$ cat src/rtl/psec5_spi_host.sv
// Host-side transaction sequencer for the PSEC5 SPI register block: address byte, data burst, then the 8-pulse iclk reset.
// Optional command address range check is enabled by defining PSEC5_ADDR_CHECK_EN.
module psec5_spi_host #(
  parameter int CLK_DIV = 2
) (
  input  logic       clk,
  input  logic       rst,
  input  logic       cmd_valid,
  output logic       cmd_ready,
  input  logic [7:0] cmd_addr,
  input  logic [6:0] cmd_len,
  input  logic       cmd_write,
  input  logic [7:0] tx_data,
  input  logic       tx_valid,
  output logic       tx_ready,
  output logic [7:0] rx_data,
  output logic       rx_valid,
  output logic       sclk,
  output logic       iclk,
  output logic       serial_in,
  input  logic       serial_out,
  output logic       busy,
  output logic       done,
  output logic       err,
  output logic [2:0] dbg_state
);

  // Handshakes: cmd and tx transfer on a rising edge where valid & ready are both high;
  // rx_valid is a one-cycle strobe with no backpressure.

  localparam logic [2:0] S_IDLE  = 3'd0;
  localparam logic [2:0] S_ADDR  = 3'd1;
  localparam logic [2:0] S_LOAD  = 3'd2;
  localparam logic [2:0] S_SHIFT = 3'd3;
  localparam logic [2:0] S_IRST  = 3'd4;

  localparam int DIV_W = (CLK_DIV > 1) ? $clog2(CLK_DIV) : 1;
  localparam logic [DIV_W-1:0] DIV_LAST = DIV_W'(CLK_DIV - 1);
  localparam logic [DIV_W-1:0] DIV_ONE  = DIV_W'(1);

  logic [2:0]       state_q, state_d;
  logic [DIV_W-1:0] div_cnt_q, div_cnt_d;
  logic             phase_q, phase_d;
  logic [2:0]       bit_cnt_q, bit_cnt_d;
  logic [6:0]       byte_cnt_q, byte_cnt_d;
  logic [7:0]       shift_q, shift_d;
  logic             wr_q, wr_d;
  logic             sclk_q, sclk_d;
  logic             iclk_q, iclk_d;
  logic             sin_q, sin_d;
  logic [7:0]       rx_data_q, rx_data_d;
  logic             rx_valid_q, rx_valid_d;
  logic             done_q, done_d;
  logic             err_q, err_d;
  logic             phase_end;
  logic             cmd_bad;
  logic [7:0]       shift_next;

`ifdef PSEC5_ADDR_CHECK_EN
  logic [8:0] addr_end;
  // Last addressed register is addr+len-1; compare addr+len against 66 to avoid the subtract.
  assign addr_end = {1'b0, cmd_addr} + {2'b00, cmd_len};
  assign cmd_bad  = (cmd_addr == 8'd0) || (cmd_addr > 8'd65) ||
                    ((cmd_len != 7'd0) && (addr_end > 9'd66));
`else
  assign cmd_bad = 1'b0;
`endif

  assign phase_end  = (div_cnt_q == DIV_LAST);
  assign shift_next = {shift_q[6:0], serial_out};

  always_comb begin
    state_d    = state_q;
    div_cnt_d  = div_cnt_q;
    phase_d    = phase_q;
    bit_cnt_d  = bit_cnt_q;
    byte_cnt_d = byte_cnt_q;
    shift_d    = shift_q;
    wr_d       = wr_q;
    sclk_d     = sclk_q;
    iclk_d     = iclk_q;
    sin_d      = sin_q;
    rx_data_d  = rx_data_q;
    rx_valid_d = 1'b0;
    done_d     = 1'b0;
    err_d      = 1'b0;

    case (state_q)
      S_IDLE: begin
        if (cmd_valid) begin
          if (cmd_bad) begin
            err_d = 1'b1;
          end else begin
            state_d    = S_ADDR;
            shift_d    = cmd_addr;
            sin_d      = cmd_addr[7];
            byte_cnt_d = cmd_len;
            wr_d       = cmd_write;
            div_cnt_d  = '0;
            phase_d    = 1'b0;
            bit_cnt_d  = 3'd0;
            sclk_d     = 1'b0;
            iclk_d     = 1'b0;
          end
        end
      end

      S_ADDR, S_SHIFT: begin
        if (!phase_end) begin
          div_cnt_d = div_cnt_q + DIV_ONE;
        end else if (!phase_q) begin
          div_cnt_d = '0;
          phase_d   = 1'b1;
          sclk_d    = 1'b1;
        end else begin
          div_cnt_d = '0;
          phase_d   = 1'b0;
          sclk_d    = 1'b0;
          shift_d   = shift_next;
          bit_cnt_d = bit_cnt_q + 3'd1;
          if (bit_cnt_q == 3'd7) begin
            if ((state_q == S_SHIFT) && !wr_q) begin
              rx_data_d  = shift_next;
              rx_valid_d = 1'b1;
            end
            if (byte_cnt_q != 7'd0) begin
              // serial_in keeps the last data bit while waiting in LOAD.
              state_d = S_LOAD;
            end else begin
              state_d = S_IRST;
              sin_d   = 1'b0;
              iclk_d  = 1'b1;
              phase_d = 1'b1;
            end
          end else begin
            sin_d = shift_q[6];
          end
        end
      end

      S_LOAD: begin
        if (!wr_q || tx_valid) begin
          state_d    = S_SHIFT;
          shift_d    = wr_q ? tx_data : 8'h00;
          sin_d      = wr_q ? tx_data[7] : 1'b0;
          byte_cnt_d = byte_cnt_q - 7'd1;
          div_cnt_d  = '0;
          phase_d    = 1'b0;
          bit_cnt_d  = 3'd0;
        end
      end

      S_IRST: begin
        if (!phase_end) begin
          div_cnt_d = div_cnt_q + DIV_ONE;
        end else if (phase_q) begin
          div_cnt_d = '0;
          phase_d   = 1'b0;
          iclk_d    = 1'b0;
        end else begin
          div_cnt_d = '0;
          bit_cnt_d = bit_cnt_q + 3'd1;
          if (bit_cnt_q == 3'd7) begin
            state_d = S_IDLE;
            done_d  = 1'b1;
          end else begin
            phase_d = 1'b1;
            iclk_d  = 1'b1;
          end
        end
      end

      default: begin
        state_d = S_IDLE;
        sclk_d  = 1'b0;
        iclk_d  = 1'b0;
        sin_d   = 1'b0;
      end
    endcase
  end

  always_ff @(posedge clk or posedge rst) begin
    if (rst) begin
      state_q    <= S_IDLE;
      div_cnt_q  <= '0;
      phase_q    <= 1'b0;
      bit_cnt_q  <= 3'd0;
      byte_cnt_q <= 7'd0;
      shift_q    <= 8'h00;
      wr_q       <= 1'b0;
      sclk_q     <= 1'b0;
      iclk_q     <= 1'b0;
      sin_q      <= 1'b0;
      rx_data_q  <= 8'h00;
      rx_valid_q <= 1'b0;
      done_q     <= 1'b0;
      err_q      <= 1'b0;
    end else begin
      state_q    <= state_d;
      div_cnt_q  <= div_cnt_d;
      phase_q    <= phase_d;
      bit_cnt_q  <= bit_cnt_d;
      byte_cnt_q <= byte_cnt_d;
      shift_q    <= shift_d;
      wr_q       <= wr_d;
      sclk_q     <= sclk_d;
      iclk_q     <= iclk_d;
      sin_q      <= sin_d;
      rx_data_q  <= rx_data_d;
      rx_valid_q <= rx_valid_d;
      done_q     <= done_d;
      err_q      <= err_d;
    end
  end

  assign cmd_ready = (state_q == S_IDLE);
  assign busy      = (state_q != S_IDLE);
  assign tx_ready  = (state_q == S_LOAD) && wr_q;
  assign rx_data   = rx_data_q;
  assign rx_valid  = rx_valid_q;
  assign sclk      = sclk_q;
  assign iclk      = iclk_q;
  assign serial_in = sin_q;
  assign done      = done_q;
  assign err       = err_q;
  assign dbg_state = state_q;

endmodule
$ cat config.mk
export PLATFORM = sky130hd
export DESIGN_NAME = psec5_spi_host
export DESIGN_NICKNAME = d
export VERILOG_FILES = /design/src/rtl/psec5_spi_host.sv
export SDC_FILE = /design/constraint.sdc
export NUM_CORES = 1
export LEC_CHECK = 0
export BUFFER_PORTS_ARGS = -buffer_cell sky130_fd_sc_hd__buf_4
export CORE_ASPECT_RATIO = 0.6
export CORE_MARGIN = 1
export CORE_UTILIZATION = 40
export CTS_CLUSTER_SIZE = 14
export DETAILED_ROUTE_END_ITERATION = 7
export GPL_TIMING_DRIVEN = 0
export PLACE_DENSITY = 0.68
export SETUP_SLACK_MARGIN = 0.05
export SYNTH_ARGS = -nofsm -noshare
export SYNTH_HDL_FRONTEND = slang
export SYNTH_SLANG_ARGS = --single-unit
$ cat constraint.sdc
create_clock -name clk -period 4.4 [get_ports clk]
set_clock_uncertainty 0.15 [all_clocks]
set_input_delay 0.22 -clock clk [delete_from_list [all_inputs] [get_ports clk]]
set_output_delay 0.22 -clock clk [all_outputs]
set_load 0.03 [all_outputs]
# Yosys cells after proc, flatten, opt, wreduce, memory -nomap -nowiden
# Index checks and enable logic that the tools add are counted.
[op_classes]
reduce_logical = 25
n_addsub = 3
mux = 66
n_eq_ne = 16
bitwise = 3
[op_table]
columns = ["op", "count"]
rows = [
  ["7-bit 2-to-1 mux", 7],
  ["3-bit 2-to-1 mux", 15],
  ["1-bit 2-to-1 mux", 35],
  ["3-bit case mux with 4 select lines", 2],
  ["7-bit case mux with 3 select lines", 1],
  ["2-bit inequality test (second input constant)", 9],
  ["8-bit AND reduction", 2],
  ["5-bit AND reduction", 3],
  ["7-bit case mux with 2 select lines", 1],
  ["1-bit case mux with 4 select lines", 3],
  ["3-bit AND reduction", 3],
  ["3-bit nonzero test", 3],
  ["7-bit AND reduction", 1],
  ["7-bit nonzero test", 1],
  ["7-bit by 1-bit subtractor with 7-bit output (second input constant)", 1],
  ["3-bit by 2-bit equality test with 1-bit output (second input constant)", 2],
  ["3-bit equality test (second input constant)", 2],
  ["3-bit inequality test (second input constant)", 2],
  ["1-bit case mux with 3 select lines", 2],
  ["6-bit AND reduction", 1],
  ["4-bit nonzero test", 1],
  ["2-bit OR reduction", 2],
  ["3-bit by 1-bit adder with 3-bit output (second input constant)", 1],
  ["3-bit by 1-bit equality test with 1-bit output (second input constant)", 1],
  ["9 further kinds", 12],
]
[word_totals]
elab_cells = 126
input_bits = 29
register_bits = 36

# Depth between registers and ports, before layout
# Gate-level depths: netlist of run 1.
[logic_depth]
depth_word = 7
depth_mapped = 7
ltp_nobuf = 6

# Worst setup path before layout of run 1
# OpenSTA, ideal clock, no wires.
[synth_timing]
kind = "register to output"
from = "register state_q[2], in the netlist dbg_state[2]"
to = "output port busy"
slack_ps = 2263
required_ps = 4030
arrival_time_ps = 1767
stages_incl_launch_ff = 5
path_cell_list = "dfrtp_1 -> buf_4 -> or2_2 -> nor2_1 -> inv_1"
[synth_via]
elab_chain_cells = 1
[synth_lines]
columns = ["item", "line", "source"]
rows = [
  ["from (decl)", "41", "logic [2:0] state_q, state_d;"],
  ["from (signal assigned)", "199", "state_q <= state_d;"],
  ["3-bit nonzero test", "217", "assign busy = (state_q != S_IDLE);"],
  ["to (decl)", "22", "output logic busy,"],
]
# Every way passes these cells.

# Worst setup path after layout of run 1
[layout_timing]
from = "register state_q[2], in the netlist dbg_state[2]"
to = "register rx_data_q[7], in the netlist rx_data[7]"
[layout_via]
elab_chain_cells = 3
elab_cells_between_ends = 5
cone_classes = "eq/ne (2); reduce/logical (3)"
[layout_lines]
columns = ["item", "line", "source"]
rows = [
  ["3-bit by 2-bit equality test with 1-bit output / 3-bit by 1-bit equality test with 1-bit output (equally long branches)", "88, 122", ""],
  ["2-bit OR reduction / 1-bit logical AND (equally long branches)", "88, 122", ""],
  ["5-bit AND reduction (no line) *", "--", ""],
  ["to (signal assigned)", "209", "rx_data_q <= rx_data_d;"],
  ["to (decl)", "51", "logic [7:0] rx_data_q, rx_data_d;"],
]
# Every way passes the cells marked *; elsewhere a longest branch is shown, timed or not.
# A chain may end at the register's enable or synchronous reset.

==> flow_summary.yaml, run 1 <==
outcome:
  run_status: "complete, no violations"
die:
  die_x_um: 95.6
  rows: 20
  core_mm2: 0.00505
  ioPinCount: 49
  die_h_um: 58.2
  start_util_pct: 41.6
  die-area_mm2: 0.00556
logic_synthesis:
  avgSynthCellArea_um2: 9.56
  ys_warn_count: 0
  synth_area_leaders: "dfrtp_1 43%, mux2_2 7.0%, nand2_1 5.0%"
  yosysTopAreaCellShare_pct: 42.8
  synth_ff_type: "dfrtp_1"
  synth_top_area_cell: "dfrtp_1"
  synthArstFlopShare_pct: 100
  syn-num-nets: 254
  netlist_top_cells_count: "36 x dfrtp_1, 28 x nand2_1, 17 x nor2_1, 14 x o21ai_0, 13 x mux2_2"
  syn-cell-area_mm2: 0.00210
  yosys.cell_types.count: 57
  syn_inst: 220
  synth.most_common_cell: "dfrtp_1"
  synth-seq-cells: 36
  synth-edff-count: 0
  yosysSeqAreaShare_pct: 42.8
timing:
  finalSetupViolations: 0
  rsz0062_at_grt: "no"
  period_needed_ps: 2160
  setup_ws_ps: 2240
  final.period_utilization_pct: 49.0
  slew_headroom_pct: 50.2
  hold_viol: 0
  fmax_mhz: 463
  tightest_slew_ps: 746
  tns_ps: 0
  slew_violations: 0
pwr:
  vdd_drop_max_mv: 0.289
  p_per_area_mw_per_mm2: 712
  p_leak_nw: 1.31
cts:
  cts-root-buf: "clkbuf_8"
  post_cts_buffers: 0
  path_clk_slew_ps: 70
  cts-buffers-inserted: 5
  cts_tree: "done"
  cts_max_level: 2
  clock_latency_ps: 280
  cts_buffer_depth: 2
  clock_sinks: 36
final_layout:
  stdcell_count: 342
  nets: 309
  regArea_um2: 901
  multi_input_area_mm2: 0.00108
  area_delta_synth_final_pct: 26.3
  diodes: 0
  fillers: 477
  drive_above_1_share_pct: 30.4
critical_path:
  setup.worst_path.end_class: "register"
  critical_path.cell_chain: "buf_4 -> buf_2 -> and2b_1 -> nand2_1 -> nor2_4 -> mux2_2"
  cpPeakStageDelay_ps: 380
  critical_path.max_fanout: 10
  cp_slowest_cell: "dfrtp_1"
  critical_path_required_ps: 4420
  start_kind: "register"
  path_class: "reg -> reg"
  worstPathArrival_ps: 2180
detailed_routing:
  post_drt_wl_per_cell_um: 15.1
  drt-initial-drc-count: 159
  vias: 1830
  wirelength_um: 5160
  drt-pass1-iter-count: 4
  antenna_left: 0
  via_per_inst: 5.35
  drc: 0
place:
  dp_cells: 333
  portBuffers: 47
  gp_congestion: 0.887
  dp_hpwl_um: 3840
  dp_slack_ps: 2280
worst_hold_path:
  min_path_type: "in -> reg"
global_routing:
  grt_max_degree: 37
  grt_overflow_total: 0
  antenna_found_initial: 0
  grt_pass1_vias: 1599
  grt_pass1_wl_um: 8390
  grt_usage_pct: 20.3
flow_run:
  max_cap_viol_count: 0
-- through the flow --
step	area, um^2	hold slack, ps	util, %	power, mW
global placement	2540	312	50.2	1.59
detailed placement	2540	264	50.2	1.60
global route	2660	20.1	52.5	2.05
CTS	2660	21.6	52.5	1.89
floorplan	2100	220	-	1.32
finish	2660	25.3	52.5	1.89
-- state kept, by name, summed over array words and instances (netlist names) --
name / flops
rx_data: 8
wr_q: 1
serial_in: 1
dbg_state: 3
div_cnt_q: 1
rx_valid: 1
sclk: 1
iclk: 1
byte_cnt_q: 7
bit_cnt_q: 3
shift_q: 7
phase_q: 1
done: 1
-- layout make-up --
class,count,share of cell area (%)
Timing Repair Buffer,48,13.7
Buffer,13,2.83
Clock inverter,2,1.32
Multi-Input combinational cell,159,40.7
Tap cell,66,3.11
Clock buffer,6,2.73
Inverter,12,1.70
Sequential cell,36,33.9
-- routing by layer --
layer | global-route usage (%) | vias to the layer above | wire length (um)
met5 | 0 | - | 0
met4 | 3.84 | 0 | 25
met3 | 4.86 | 4 | 327
met2 | 26.2 | 51 | 2030
met1 | 33.3 | 869 | 2780
li1 | - | 906 | -
-- where the power goes --
group | internal, mW | switching (mW) | leakage [nW]
Clock | 0.168 | 0.118 | 0.0552
Combinational | 0.437 | 0.584 | 0.804
Sequential | 0.476 | 0.107 | 0.448
Total | 1.08 | 0.809 | 1.31
-- cell families after synthesis --
| group | Yosys count | share of synthesized area [%] |
|---|---|---|
| other cells | 1 | 0.178 |
| mux | 21 | 10.8 |
| buf+inv | 25 | 5.71 |
| simple gates | 77 | 18.6 |
| compound gates | 55 | 18.9 |
| fa+ha+maj | 5 | 2.97 |
| flops | 36 | 42.8 |
-- repair_timing --
action / CTS / global route
gates resized for setup: 0 / 0
hold buffers: 1 / 0
endpoints found under the hold margin: 36 / 0
setup endpoints to repair: 0 / 0
-- cells in the final DEF (no fill, tap or decap), types with 7 or more instances in the layout --
cell	count
inv_1	11
nor2_1	17
o21ai_0	14
mux2_2	13
mux2i_1	7
dfrtp_1	36
nand2_1	28
buf_4	51
o221ai_1	7
-- final timing paths --
| path | endpoint | slack, ps | depth (start not counted) | from |
|---|---|---|---|---|
| min in group asynchronous | byte_cnt_q[0]$_DFFE_PP0P_ | 470 | 3 | rst |
| worst min register to register | rx_data[1]$_DFFE_PP0P_ | 360 | 1 | shift_q[0]$_DFFE_PP0P_ |
| worst max-delay path | rx_data[7]$_DFFE_PP0P_ | 2240 | 6 | dbg_state[2]$_DFFE_PP0P_ |
| worst min-delay path | wr_q$_DFFE_PP0P_ | 30 | 2 | cmd_write |
| max in group asynchronous | dbg_state[0]$_DFFE_PP0P_ | 3150 | 3 | rst |
| worst max register to register | rx_data[7]$_DFFE_PP0P_ | 2240 | 6 | dbg_state[2]$_DFFE_PP0P_ |
-- critical path, delay by kind of cell, from the launching register on --
kind                   cells  cell delay [ps]
multiplexers               1              380
flip-flops                 1              380
AND/OR/NAND/NOR            3              780
buffers and inverters      2              350
Note: power is estimated with default switching activity, not from simulation.
==> inputs of run 2 (changes only) <==
- clock period: 4.4 -> 2.05 ns (I/O delays scaled with it)
==> run 2 against run 1 <==
Effect of this change:
- critical path depth is 1 higher
- critical endpoint is now rx_data[1]$_DFFE_PP0P_
- die area stayed put
- cell count grew 5.3%
- clock-buffer cell count stayed put
- highest routed layer unchanged
- global-route usage grew 0.18 points
- first-iteration DRC count is 2.5% lower
- power up 120%
- design area increased by 8.9%
- hold slack worse by 4.8 ps
- sequential cell count did not move
- combinational power is 130% higher
- via count is 5.1% higher
==> flow_summary.yaml, run 2 (synthesis gave the netlist of run 1 again) <==
cts:
  clock_latency_ps: 290
  cts_buffer_depth: 2
  cts_max_level: 2
  cts-root-buf: "clkbuf_8"
  path_clk_slew_ps: 70
  clock_sinks: 36
  cts_tree: "done"
  cts-buffers-inserted: 5
detailed_routing:
  met2RoutedLength_um: 2180
  drt-pass1-iter-count: 4
  drc: 0
  wirelength_um: 5430
  via_per_inst: 5.34
  drt-initial-drc-count: 155
  vias: 1924
  post_drt_wl_per_cell_um: 15.1
  wl_met1_um: 2840
  highest_layer: "met4"
  antenna_left: 0
  wl_met3_um: 361
critical_path:
  r2r_slack_ps: 90
  worst-r2r-cell-count: 7
  cp_slowest_cell: "dfrtp_2"
  critical_path.max_fanout: 10
  start_kind: "register"
  cp_top_family: "simple AND/OR/NAND/NOR gates"
  critical_path.cell_chain: "buf_6 -> buf_4 -> and2b_2 -> nand2_1 -> nor2_4 -> buf_12 -> mux2_2"
  path_class: "reg -> reg"
  setup.worst_path.end_class: "register"
  cpPeakStageDelay_ps: 410
  crit_buf_inv: 3
  r2r-end: "rx_data[1]$_DFFE_PP0P_"
  worstPathArrival_ps: 1980
  rr_startpoint: "dbg_state[2]$_DFFE_PP0P_"
  critical_path_required_ps: 2070
final_layout:
  fillers: 460
  finalInstanceArea_mm2: 0.00289
  largest_reg_flops: 8
  area_delta_synth_final_pct: 37.5
  final_common_cell: "buf_4"
  diodes: 0
  stdcell_count: 360
  drive_above_1_share_pct: 39.1
  layout_common_cells: "60 x buf_4, 33 x dfrtp_1, 28 x nand2_1, 14 x nor2_1, 14 x o21ai_0"
  nets: 327
global_routing:
  grt_pass1_wl_um: 8400
  grt_pass1_vias: 1674
  grt_usage_pct: 20.5
  grt_max_degree: 37
  grt_overflow_total: 0
  antenna_found_initial: 0
place:
  gp_congestion: 0.932
  dp_cells: 333
  portBuffers: 47
  place_area_mm2: 0.00255
  dp_hpwl_um: 3790
die:
  die_h_um: 58.2
  die-area_mm2: 0.00556
  core_mm2: 0.00505
  die_x_um: 95.6
  rows: 20
  ioPinCount: 49
  start_util_pct: 41.6
timing:
  slew_violations: 0
  tns_ps: 0
  rsz0062_at_grt: "yes"
  final.period_utilization_pct: 95.4
  hold_viol: 0
  finalSetupViolations: 0
  tightest_slew_ps: 769
  period_needed_ps: 1960
  slew_headroom_pct: 48.7
  fmax_mhz: 511
flow_run:
  max_cap_viol_count: 0
worst_hold_path:
  hold_path_depth: 3
  min_path_type: "in -> reg"
  hp-start: "cmd_addr[2]"
  hold_end: "shift_q[2]$_DFFE_PP0P_"
pwr:
  p_leak_nw: 1.40
  p_per_area_mw_per_mm2: 1450
  vdd_drop_max_mv: 0.739
outcome:
  run_status: "complete, no violations"
## run 2: cell count changes in the layout (fill, tap and decap cells not counted), moves of 3 or more
| cell | change |
|---|---|
| dfrtp_1 | -3 |
| buf_4 | +9 |
| dfrtp_2 | +3 |
| nor2_2 | +3 |
| nor2_1 | -3 |
| dlygate4sd3_1 | +8 |
## run 2: through the flow
stage / worst slack [ps] / utilization, % / hold slack, ps / power, mW
3_3_place_gp: -45.1 / 50.4 / 197 / 3.41
3_5_place_dp: -60.2 / 50.4 / 147 / 3.44
2_1_floorplan: 56.0 / - / 103 / 2.85
6_report: 93.5 / 57.2 / 20.5 / 4.19
4_1_cts: 51.4 / 55.0 / 15.7 / 4.05
5_1_grt: 11.2 / 57.2 / 34.4 / 4.52
## run 2: worst reg2reg max path, stage by stage, from the launching register on
cell and delay [ps]:
dfrtp_2 410, buf_6 140, buf_4 170, and2b_2 300, nand2_1 110, nor2_4 110, buf_12 140, mux2_2 330
## run 2: final cells by class
class                           count  area [um^2]  share of cell area, %
Buffer                             13         83.8                   2.90
Clock inverter                      2         10.0                  0.346
Tap cell                           66         82.6                   2.86
Timing Repair Buffer               66          531                   18.3
Inverter                           12         45.0                   1.56
Clock buffer                        6         82.6                   2.86
Multi-Input combinational cell    159         1150                   39.9
Sequential cell                    36          905                   31.3
## run 2: layer usage
metal	global-route usage, %	vias up
met1	31.9	913
met4	5.12	0
met2	27.9	60
met3	4.99	7
met5	0	-
li1	-	944
## run 2: power breakdown
| group | internal [mW] | total [mW] | switching (mW) |
|---|---|---|---|
| Sequential | 1.02 | 1.27 | 0.249 |
| Clock | 0.268 | 0.528 | 0.260 |
| Combinational | 1.08 | 2.39 | 1.31 |
## run 2: worst max path at each step
stage	from	endpoint	slack (ps)	cells after the start
after floorplan	dbg_state[2]$_DFFE_PP0P_	bit_cnt_q[0]$_DFFE_PP0P_	60	5
after global placement	dbg_state[2]$_DFFE_PP0P_	rx_data[2]$_DFFE_PP0P_	-50	6
after detailed placement	dbg_state[2]$_DFFE_PP0P_	rx_data[1]$_DFFE_PP0P_	-60	6
after CTS	bit_cnt_q[0]$_DFFE_PP0P_	dbg_state[1]$_DFFE_PP0P_	50	6
after global routing	byte_cnt_q[2]$_DFFE_PP0P_	serial_in$_DFFE_PP0P_	10	4
final	dbg_state[2]$_DFFE_PP0P_	rx_data[1]$_DFFE_PP0P_	90	7
## run 2: repair_timing
item | CTS | global route
hold endpoints to repair | 44 | 0
hold buffers | 9 | 0
buffers inserted | 2 | 8
gates resized for setup | 8 | 17
pin swaps | 2 | 3
setup endpoints to repair | 13 | 29
==> inputs of run 3 (changes only) <==
--- a/config.mk
+++ b/config.mk
@@ -6,4 +6,5 @@
 export NUM_CORES = 1
 export LEC_CHECK = 0
+export ABC_CLOCK_PERIOD_IN_PS = 2050
 export BUFFER_PORTS_ARGS = -buffer_cell sky130_fd_sc_hd__buf_4
 export CORE_ASPECT_RATIO = 0.6
==> constraint.sdc (replaced) <==
create_clock -name clk -period 2.05 [get_ports clk]
set_clock_uncertainty 0.15 [all_clocks]
set_input_delay 0.3075 -clock clk [delete_from_list [all_inputs] [get_ports clk]]
set_output_delay 0.3075 -clock clk [all_outputs]
set_load 0.03 [all_outputs]
==> run 3 against run 2 <==
Effect of this change:
- critical path type unchanged
- via count shrank 0.88%
- clock-buffer cell count is the same
- register-to-register slack is essentially flat
- clock power is essentially flat
- first-iteration DRC count shrank 18%
- critical endpoint is now bit_cnt_q[0]$_DFFE_PP0P_
- die area is the same
- maximum frequency shrank 0.37%
==> flow_summary.yaml, run 3 (synthesis gave the netlist of run 1 again) <==
outcome:
  run_status: "complete, no violations"
final_layout:
  diodes: 0
  finalInstanceArea_mm2: 0.00283
  drive_above_1_share_pct: 40.6
  nets: 319
  layout_common_cells: "61 x buf_4, 33 x dfrtp_1, 27 x nand2_1, 14 x nor2_1, 14 x o21ai_0"
  largest_reg_flops: 8
  final_util_pct: 55.9
  final_common_cell: "buf_4"
  area_delta_synth_final_pct: 34.3
detailed_routing:
  post_drt_wl_per_cell_um: 15.0
  drt-pass1-iter-count: 4
  vias: 1907
  via_per_inst: 5.42
  drc: 0
  drt-initial-drc-count: 127
  antenna_left: 0
  wirelength_um: 5290
place:
  dp_slack_ps: -60.2
  gp_congestion: 0.932
  place_area_mm2: 0.00255
  dp_hpwl_um: 3790
  portBuffers: 47
worst_hold_path:
  min_path_type: "in -> async"
critical_path:
  worstPathArrival_ps: 1990
  critical_path_required_ps: 2070
  crit_path_end: "bit_cnt_q[0]$_DFFE_PP0P_"
  r2r_slack_ps: 90
  crit_buf_inv: 1
  cp_top_family: "simple AND/OR/NAND/NOR gates"
  rr_startpoint: "dbg_state[2]$_DFFE_PP0P_"
  cp_slowest_cell: "or4_1"
  path_class: "reg -> reg"
  critical_path.cell_chain: "buf_6 -> or4_1 -> o211ai_2 -> or3_4 -> mux2_1"
  worst-r2r-cell-count: 5
  cp.depth: 5
  critical_path.max_fanout: 10
  cpPeakStageDelay_ps: 540
  r2r-end: "bit_cnt_q[0]$_DFFE_PP0P_"
  critPathLaunch: "dbg_state[2]$_DFFE_PP0P_"
  setup.worst_path.end_class: "register"
  start_kind: "register"
cts:
  cts-root-buf: "clkbuf_8"
  hold_buffers: 0
  clock_latency_ps: 290
  cts_buffer_depth: 2
  cts_tree: "done"
  path_clk_slew_ps: 80
  cts_max_level: 2
  clock_sinks: 36
  cts-buffers-inserted: 5
pwr:
  p_leak_nw: 1.37
  fin_total_pwr_mw: 4.22
  vdd_drop_max_mv: 0.720
  p_per_area_mw_per_mm2: 1490
timing:
  final.period_utilization_pct: 95.8
  setup_ws_ps: 86.2
  fmax_mhz: 509
  slew_headroom_pct: 48.6
  finalSetupViolations: 0
  slew_violations: 0
  rsz0062_at_grt: "yes"
  tightest_slew_ps: 770
  hold_viol: 0
  period_needed_ps: 1960
  holdWs_ps: 11.0
die:
  start_util_pct: 41.6
  die_h_um: 58.2
  core_mm2: 0.00505
  rows: 20
  die-area_mm2: 0.00556
  ioPinCount: 49
  die_x_um: 95.6
global_routing:
  grt_pass1_vias: 1632
  met1_usage_pct: 31.7
  grt_max_degree: 37
  antenna_found_initial: 0
  grt.busiest_layer: "met1"
  grt_pass1_wl_um: 8250
  use_met2_pct: 26.7
  grt_overflow_total: 0
  use_met3_pct: 5.12
  grt_usage_pct: 20.1
flow_run:
  max_cap_viol_count: 0
run 3: final cells by class:
| cell class | instances | area [um^2] |
|---|---|---|
| Inverter | 12 | 45.0 |
| Sequential cell | 36 | 905 |
| Timing Repair Buffer | 58 | 448 |
| Tap cell | 66 | 82.6 |
| Clock inverter | 2 | 10.0 |
| Buffer | 13 | 83.8 |
| Multi-Input combinational cell | 159 | 1170 |
| Fill cell | 468 | 2230 |
| Clock buffer | 6 | 82.6 |
run 3: worst min path at each step:
stage | start | to | slack [ps] | cells past startpoint
final | rst | byte_cnt_q[0]$_DFFE_PP0P_ | 10 | 2
after global routing | rst | byte_cnt_q[0]$_DFFE_PP0P_ | 70 | 2
after CTS | rst | byte_cnt_q[0]$_DFFE_PP0P_ | 40 | 2
after detailed placement | rst | byte_cnt_q[0]$_DFFE_PP0P_ | 350 | 2
after global placement | shift_q[4]$_DFFE_PP0P_ | rx_data[5]$_DFFE_PP0P_ | 340 | 1
after floorplan | cmd_write | wr_q$_DFFE_PP0P_ | 310 | 1
run 3: metrics by stage:
stage | TNS, ps | instances
2_1_floorplan | 0 | 220
4_1_cts | 0 | 343
5_1_grt | 0 | 352
3_5_place_dp | -448 | 333
3_3_place_gp | -319 | 333
6_report | 0 | 352
run 3: what timing repair did:
item	in CTS	in global routing
pin swaps	2	3
setup buffers	2	9
endpoints found under the setup margin	15	30
gates resized for setup	10	18
run 3: per-layer routing:
metal	part of all wire [%]	wire (um)
met3	6.5	343
met2	41	2190
met5	0	0
met1	52	2720
met4	0.57	30
run 3: report_power, final:
| part | switching, mW | internal [mW] | total (mW) | leakage, nW |
|---|---|---|---|---|
| logic | 1.31 | 1.11 | 2.41 | 0.875 |
| clock network | 0.260 | 0.268 | 0.528 | 0.0510 |
| registers | 0.255 | 1.02 | 1.28 | 0.445 |
| total | 1.82 | 2.40 | 4.22 | 1.37 |
